### src/rtl/exc_ctrl.sv
// MEM-stage exception/interrupt prioritiser with a CP0 subset (BadVAddr, Status, Cause, EPC).
// Accepted events raise a registered one-cycle flush and redirect PC; irq inputs are synchronised first.
module exc_ctrl #(
    parameter int          NUM_IRQ     = 6,
    parameter int          SYNC_STAGES = 2,
    parameter logic [31:0] EXC_VECTOR  = 32'hBFC00380
) (
    input  logic               clk,
    input  logic               rst,
    input  logic [31:0]        excep_type,
    input  logic               adel,
    input  logic               ades,
    input  logic               valid_m,
    input  logic               stall_m,
    input  logic [31:0]        pc_m,
    input  logic               in_delay_slot,
    input  logic [31:0]        badaddr_m,
    input  logic [NUM_IRQ-1:0] irq,
    input  logic               cp0_we,
    input  logic [4:0]         cp0_waddr,
    input  logic [31:0]        cp0_wdata,
    input  logic [4:0]         cp0_raddr,
    output logic [31:0]        cp0_rdata,
    output logic [4:0]         exc_code,
    output logic               flush,
    output logic [31:0]        new_pc,
    output logic               status_exl
);
    localparam logic [4:0] EC_INT  = 5'd0;
    localparam logic [4:0] EC_ADEL = 5'd4;
    localparam logic [4:0] EC_ADES = 5'd5;
    localparam logic [4:0] EC_SYS  = 5'd8;
    localparam logic [4:0] EC_BP   = 5'd9;
    localparam logic [4:0] EC_RI   = 5'd10;
    localparam logic [4:0] EC_OV   = 5'd12;
    localparam logic [4:0] EC_ERET = 5'd14;
    localparam logic [4:0] EC_NONE = 5'h1f;

    localparam logic [4:0] CP0_BADVADDR = 5'd8;
    localparam logic [4:0] CP0_STATUS   = 5'd12;
    localparam logic [4:0] CP0_CAUSE    = 5'd13;
    localparam logic [4:0] CP0_EPC      = 5'd14;

    logic [SYNC_STAGES-1:0][NUM_IRQ-1:0] irq_sync_q, irq_sync_d;
    logic [31:0] badvaddr_q, badvaddr_d;
    logic [31:0] epc_q, epc_d;
    logic [7:0]  im_q, im_d;
    logic        exl_q, exl_d;
    logic        ie_q, ie_d;
    logic        bd_q, bd_d;
    logic [1:0]  ip_sw_q, ip_sw_d;
    logic [4:0]  cause_code_q, cause_code_d;
    logic        flush_q, flush_d;
    logic [31:0] new_pc_q, new_pc_d;
    logic [4:0]  exc_code_q, exc_code_d;

    logic [5:0]  ip_hw;
    logic [7:0]  ip;
    logic        int_pend;
    logic        has_cause;
    logic        accept;
    logic [4:0]  code;
    logic        unused_excep;

    assign unused_excep = ^{excep_type[31:15], excep_type[13], excep_type[11],
                            excep_type[7:6], excep_type[3:0]};

    always_comb begin
        irq_sync_d[0] = irq;
        for (int i = 1; i < SYNC_STAGES; i++) begin
            irq_sync_d[i] = irq_sync_q[i-1];
        end
    end

    // The last synchroniser stage is the hardware part of Cause.IP.
    always_comb begin
        ip_hw = '0;
        ip_hw[NUM_IRQ-1:0] = irq_sync_q[SYNC_STAGES-1];
    end

    assign ip       = {ip_hw, ip_sw_q};
    assign int_pend = (|(ip & im_q)) & ie_q & ~exl_q;

    always_comb begin
        has_cause = 1'b1;
        code      = EC_NONE;
        if (int_pend)                          code = EC_INT;
        else if (excep_type[4] | adel)         code = EC_ADEL;
        else if (excep_type[5] | ades)         code = EC_ADES;
        else if (excep_type[8])                code = EC_SYS;
        else if (excep_type[9])                code = EC_BP;
        else if (excep_type[10])               code = EC_RI;
        else if (excep_type[12])               code = EC_OV;
        else if (excep_type[14])               code = EC_ERET;
        else                                   has_cause = 1'b0;
    end

    assign accept = valid_m & ~stall_m & ~flush_q & has_cause;

    always_comb begin
        badvaddr_d   = badvaddr_q;
        epc_d        = epc_q;
        im_d         = im_q;
        exl_d        = exl_q;
        ie_d         = ie_q;
        bd_d         = bd_q;
        ip_sw_d      = ip_sw_q;
        cause_code_d = cause_code_q;
        flush_d      = accept;
        new_pc_d     = new_pc_q;
        exc_code_d   = exc_code_q;

        if (cp0_we) begin
            case (cp0_waddr)
                CP0_STATUS: begin
                    im_d  = cp0_wdata[15:8];
                    exl_d = cp0_wdata[1];
                    ie_d  = cp0_wdata[0];
                end
                CP0_CAUSE: ip_sw_d = cp0_wdata[9:8];
                CP0_EPC:   epc_d   = cp0_wdata;
                default: ;
            endcase
        end

        // Event updates come after the MTC0 write so they win field by field.
        if (accept) begin
            exc_code_d = code;
            if (code == EC_ERET) begin
                exl_d    = 1'b0;
                new_pc_d = epc_q;
            end else begin
                cause_code_d = code;
                exl_d        = 1'b1;
                new_pc_d     = EXC_VECTOR;
                if (!exl_q) begin
                    epc_d = in_delay_slot ? (pc_m - 32'd4) : pc_m;
                    bd_d  = in_delay_slot;
                end
                if (code == EC_ADEL)      badvaddr_d = excep_type[4] ? pc_m : badaddr_m;
                else if (code == EC_ADES) badvaddr_d = badaddr_m;
            end
        end
    end

    always_ff @(posedge clk or posedge rst) begin
        if (rst) begin
            irq_sync_q   <= '0;
            badvaddr_q   <= '0;
            epc_q        <= '0;
            im_q         <= '0;
            exl_q        <= 1'b0;
            ie_q         <= 1'b0;
            bd_q         <= 1'b0;
            ip_sw_q      <= '0;
            cause_code_q <= '0;
            flush_q      <= 1'b0;
            new_pc_q     <= '0;
            exc_code_q   <= EC_NONE;
        end else begin
            irq_sync_q   <= irq_sync_d;
            badvaddr_q   <= badvaddr_d;
            epc_q        <= epc_d;
            im_q         <= im_d;
            exl_q        <= exl_d;
            ie_q         <= ie_d;
            bd_q         <= bd_d;
            ip_sw_q      <= ip_sw_d;
            cause_code_q <= cause_code_d;
            flush_q      <= flush_d;
            new_pc_q     <= new_pc_d;
            exc_code_q   <= exc_code_d;
        end
    end

    always_comb begin
        cp0_rdata = '0;
        case (cp0_raddr)
            CP0_BADVADDR: cp0_rdata = badvaddr_q;
            CP0_STATUS:   cp0_rdata = {9'b0, 1'b1, 6'b0, im_q, 6'b0, exl_q, ie_q};
            CP0_CAUSE:    cp0_rdata = {bd_q, 15'b0, ip, 1'b0, cause_code_q, 2'b0};
            CP0_EPC:      cp0_rdata = epc_q;
            default:      cp0_rdata = '0;
        endcase
    end

    assign flush      = flush_q;
    assign new_pc     = new_pc_q;
    assign exc_code   = exc_code_q;
    assign status_exl = exl_q;
endmodule

### config.mk
export PLATFORM = sky130hd
export DESIGN_NAME = exc_ctrl
export DESIGN_NICKNAME = d
export VERILOG_FILES = /design/src/rtl/exc_ctrl.sv
export SDC_FILE = /design/constraint.sdc
export NUM_CORES = 1
export LEC_CHECK = 0
export CORE_UTILIZATION = 30
export CTS_BUF_LIST = sky130_fd_sc_hd__clkbuf_16
export CTS_CLUSTER_SIZE = 14
export DETAILED_ROUTE_END_ITERATION = 8
export DONT_BUFFER_PORTS = 1
export SLEW_MARGIN = 10
export SYNTH_ARGS = -nofsm -noshare
export SYNTH_HDL_FRONTEND = slang
export SYNTH_SLANG_ARGS = --single-unit
export TNS_END_PERCENT = 30
### constraint.sdc
create_clock -name clk -period 6 [get_ports clk]
set_clock_uncertainty 0.1 [all_clocks]
set_input_delay 1.2 -clock clk [delete_from_list [all_inputs] [get_ports clk]]
set_output_delay 1.2 -clock clk [all_outputs]
set_load 0.1 [all_outputs]
==> out/results.tsv <==
stage	metric	value	unit
global_routing	grt_antenna_before_repair	1	
timing	setup_tns	0	ns
logic_synthesis	synth_largest_area_cell	dfrtp_1	
placed_design	numPortBuffers	0	
critical_path	r2r_cells	7	
timing	max_freq	208	MHz
min_path	hold_path_end	ip_hw[1]	
power_and_ir_drop	p_switching	715	uW
power_and_ir_drop	p_per_area	327	mW/mm2
timing	slew_viol_final	0	
floorplanning	die_w	150	um
timing	hold_viol	0	
clock_tree	cts_tree	built	
critical_path	crit_cells	6	
critical_path	critPathBufInv	2	
clock_tree	cts.reportedPaths.clkPinSlew	0.06	ns
global_routing	grtUsageTotal	0.190	
power_and_ir_drop	p_seq_frac	0.467	
logic_synthesis	seq_area_frac_synth	0.503	
routing	firstDrtPassIters	5	
timing	worst_slew_pin_slew	1.14	ns
routing	drc	0	
floorplanning	io_pins	223	
logic_synthesis	syn_inst	619	
placed_design	gp_congestion	0.823	
critical_path	r2r_setup_slack	2.78	ns
timing	slew_headroom	0.237	
floorplanning	die_h	150	um
floorplanning	dieArea	0.0225	mm2
routing	postRouteAntennaNets	0	
logic_synthesis	avgSynthCellArea	10.6	um2
power_and_ir_drop	p_sw_frac	0.285	
min_path	timing.hold.worst_path_depth	0	
global_routing	grt_pass1_wl	31200	um
timing	period_minus_slack	4.80	ns
logic_synthesis	synth_xor_area_frac	0.0346	
cells_and_area	layout_commonest_cell	dfrtp_1	
clock_tree	cts_buffer_depth	2	
clock_tree	ctsHoldBuffers	0	
timing	finalCritPeriodShare	0.801	
critical_path	path_cells	or4b_2 -> nor2_2 -> buf_4 -> a22oi_1 -> nand2_1 -> buf_4	
logic_synthesis	synth-simple-area-share	0.140	
power_and_ir_drop	peakVddDrop	0.161	mV
routing	drt-wirelength-per-cell	22.4	um
job	maxCapViolations	0	
logic_synthesis	synth_compound_area_frac	0.161	
logic_synthesis	synth_cell_types	48	
critical_path	critPathTopFamily	simple AND/OR/NAND/NOR gates	
cells_and_area	syn2layout_area_growth	16.6	%
cells_and_area	finalNetCount	791	
cells_and_area	fill_cells	2161	
power_and_ir_drop	share_comb_of_total_power	0.136	
critical_path	rr_endpoint	new_pc[25]	
logic_synthesis	synth_enable_flop_cells	0	
min_path	hold_class	register to register	
global_routing	grt_pass1_vias	5093	
routing	wl	20800	um
status	outcome	complete, no violations	
clock_tree	clock_sinks	132	
placed_design	hpwl	14400	um
critical_path	required	4.70	ns
floorplanning	core_area	0.0212	mm2
logic_synthesis	ys.flop_type	dfrtp_1	
logic_synthesis	synth_nets	772	
clock_tree	cts_inserted_buffers	17	
clock_tree	post_cts_resized	0	
power_and_ir_drop	p_total	2500	uW
critical_path	path_class	input port to primary output	
min_path	min_from	irq_sync_d[7]	
logic_synthesis	yosysWarnings	0	
cells_and_area	multi_input_area	0.00313	mm2
floorplanning	initial_core_util	0.310	
critical_path	cp-end-kind	primary output	
logic_synthesis	synth_top_cell_area_share	0.483	
logic_synthesis	netlist_area	0.00657	mm2
critical_path	startpoint_type	input port	
clock_tree	clk_latency	0.41	ns
logic_synthesis	synthArstFlopShare	1.00	
routing	dr.first_iter.drc_count	212	
critical_path	r2r-start	status_exl	
critical_path	cpPeakStageDelay	0.85	ns
routing	vias_per_cell	5.37	
global_routing	grt_max_degree	93	
cells_and_area	post-route-util	0.361	
timing	rsz0062_at_grt	false	
critical_path	crit_fanout	23	
global_routing	grt.overflow.total	0	
logic_synthesis	synth-adder-area-share	0.00190	
clock_tree	cts-root-buf	clkbuf_16	
logic_synthesis	ys_ff_latch	132	
critical_path	slowest_stage	or4b_2	
logic_synthesis	synth_top_family_by_area	compound AO/OA/AOI/OAI gates	
cells_and_area	regArea	0.00331	mm2
cells_and_area	drive_above_1_share	0.198	
logic_synthesis	synthTopCellsByArea	dfrtp_1 (48%), mux2i_1 (7.3%), mux2_2 (5.8%)	
cells_and_area	layout_common_cells	dfrtp_1 (127), nand2_1 (84), o21ai_0 (48), mux2i_1 (48), buf_4 (39)	
clock_tree	cts_htree_levels	4	
critical_path	cp_common_cell	buf_4	
routing	vias	4978	
clock_tree	cts_setup_buffers	0	
power_and_ir_drop	leakage	0.00332	uW
power_and_ir_drop	pwr-share-clk	0.397	
floorplanning	row_count	53	
power_and_ir_drop	internal_power	1790	uW
logic_synthesis	muxShareOfSynthArea	0.131	
timing	setup_viol	0	
critical_path	cp.arrival	3.50	ns
[power groups by stage]
stage	clock, uW	combinational [uW]	sequential (uW)
floorplan	0	293	1150
global route	1050	383	1190
detailed placement	0	343	1190
finish	994	339	1170
global placement	0	336	1180
CTS	1020	344	1170
[stage by stage]
stage | cell area (um2) | cells | worst slack, ns | hold slack [ns]
floorplan | 6570 | 619 | 0.633 | 0.231
global placement | 7110 | 894 | 1.18 | 0.233
detailed placement | 7110 | 894 | 1.18 | 0.235
CTS | 7660 | 926 | 1.18 | 0.250
global route | 7660 | 926 | 1.11 | 0.255
finish | 7670 | 927 | 1.20 | 0.247
[how the worst max path moves through the flow]
stage | startpoint | end | slack [ns]
after floorplan | cp0_raddr[0] | cp0_rdata[0] | 0.63
after global placement | cp0_raddr[0] | cp0_rdata[13] | 1.18
after detailed placement | cp0_raddr[0] | cp0_rdata[13] | 1.18
after CTS | cp0_raddr[0] | cp0_rdata[13] | 1.18
after global routing | cp0_raddr[0] | cp0_rdata[11] | 1.11
final | cp0_raddr[0] | cp0_rdata[13] | 1.20
[state kept, by name, indices dropped and copies added (netlist names)]
name / count
badvaddr_q: 32
epc_q: 32
new_pc: 32
im_q: 8
ip_hw: 6
irq_sync_d: 6
cause_code_q: 5
exc_code: 5
ip_sw_q: 2
bd_q: 1
flush: 1
ie_q: 1
status_exl: 1
[layer usage]
layer  track usage  wire length (um)  vias to the layer above  share of wire
li1              -                 -                     2289              -
met1         0.250              8960                     2482           0.43
met2         0.305              9970                      196           0.48
met3        0.0607              1730                       11          0.083
met4        0.0404               114                        0         0.0055
met5             0                 0                        -              0
[cell type report]
cell class,count,area share
Sequential cell,132,0.432
Multi-Input combinational cell,441,0.408
Clock buffer,17,0.0555
Tap cell,275,0.0449
Timing Repair Buffer,39,0.0382
Clock inverter,15,0.0170
Inverter,7,0.00408
Antenna cell,1,0.000326
[cells by family after synthesis]
| group | count (synthesis) |
|---|---|
| muxes | 82 |
| and+or+nand+nor | 176 |
| adders and majority gates | 1 |
| DFF | 132 |
| xor gates and xnor gates | 26 |
| AOI/OAI and AO/OA | 156 |
| buffers and inverters | 46 |
[synth_stat cells (2+ instances only)]
| cell type | count |
|---|---|
| nand3_1 | 5 |
| mux2i_1 | 48 |
| nand2b_1 | 2 |
| o21ai_0 | 51 |
| nor3_1 | 11 |
| a22o_1 | 35 |
| buf_2 | 3 |
| dfstp_2 | 5 |
| nor2_1 | 28 |
| nand2_1 | 84 |
| inv_1 | 7 |
| or2_2 | 2 |
| dfrtp_1 | 127 |
| a21oi_1 | 14 |
| buf_1 | 2 |
| nor3b_1 | 5 |
| o22a_1 | 13 |
| mux2_2 | 34 |
| a22oi_1 | 28 |
| xor2_1 | 3 |
| or3_1 | 9 |
| a21o_1 | 3 |
| nor4_1 | 6 |
| and2_1 | 2 |
| nor4_4 | 4 |
| nand3b_1 | 2 |
| and3_1 | 2 |
| o21ai_1 | 8 |
| clkbuf_1 | 33 |
| or4_1 | 2 |
| xnor2_1 | 23 |
| nand4b_1 | 2 |
(Power assumes the default switching activity.)
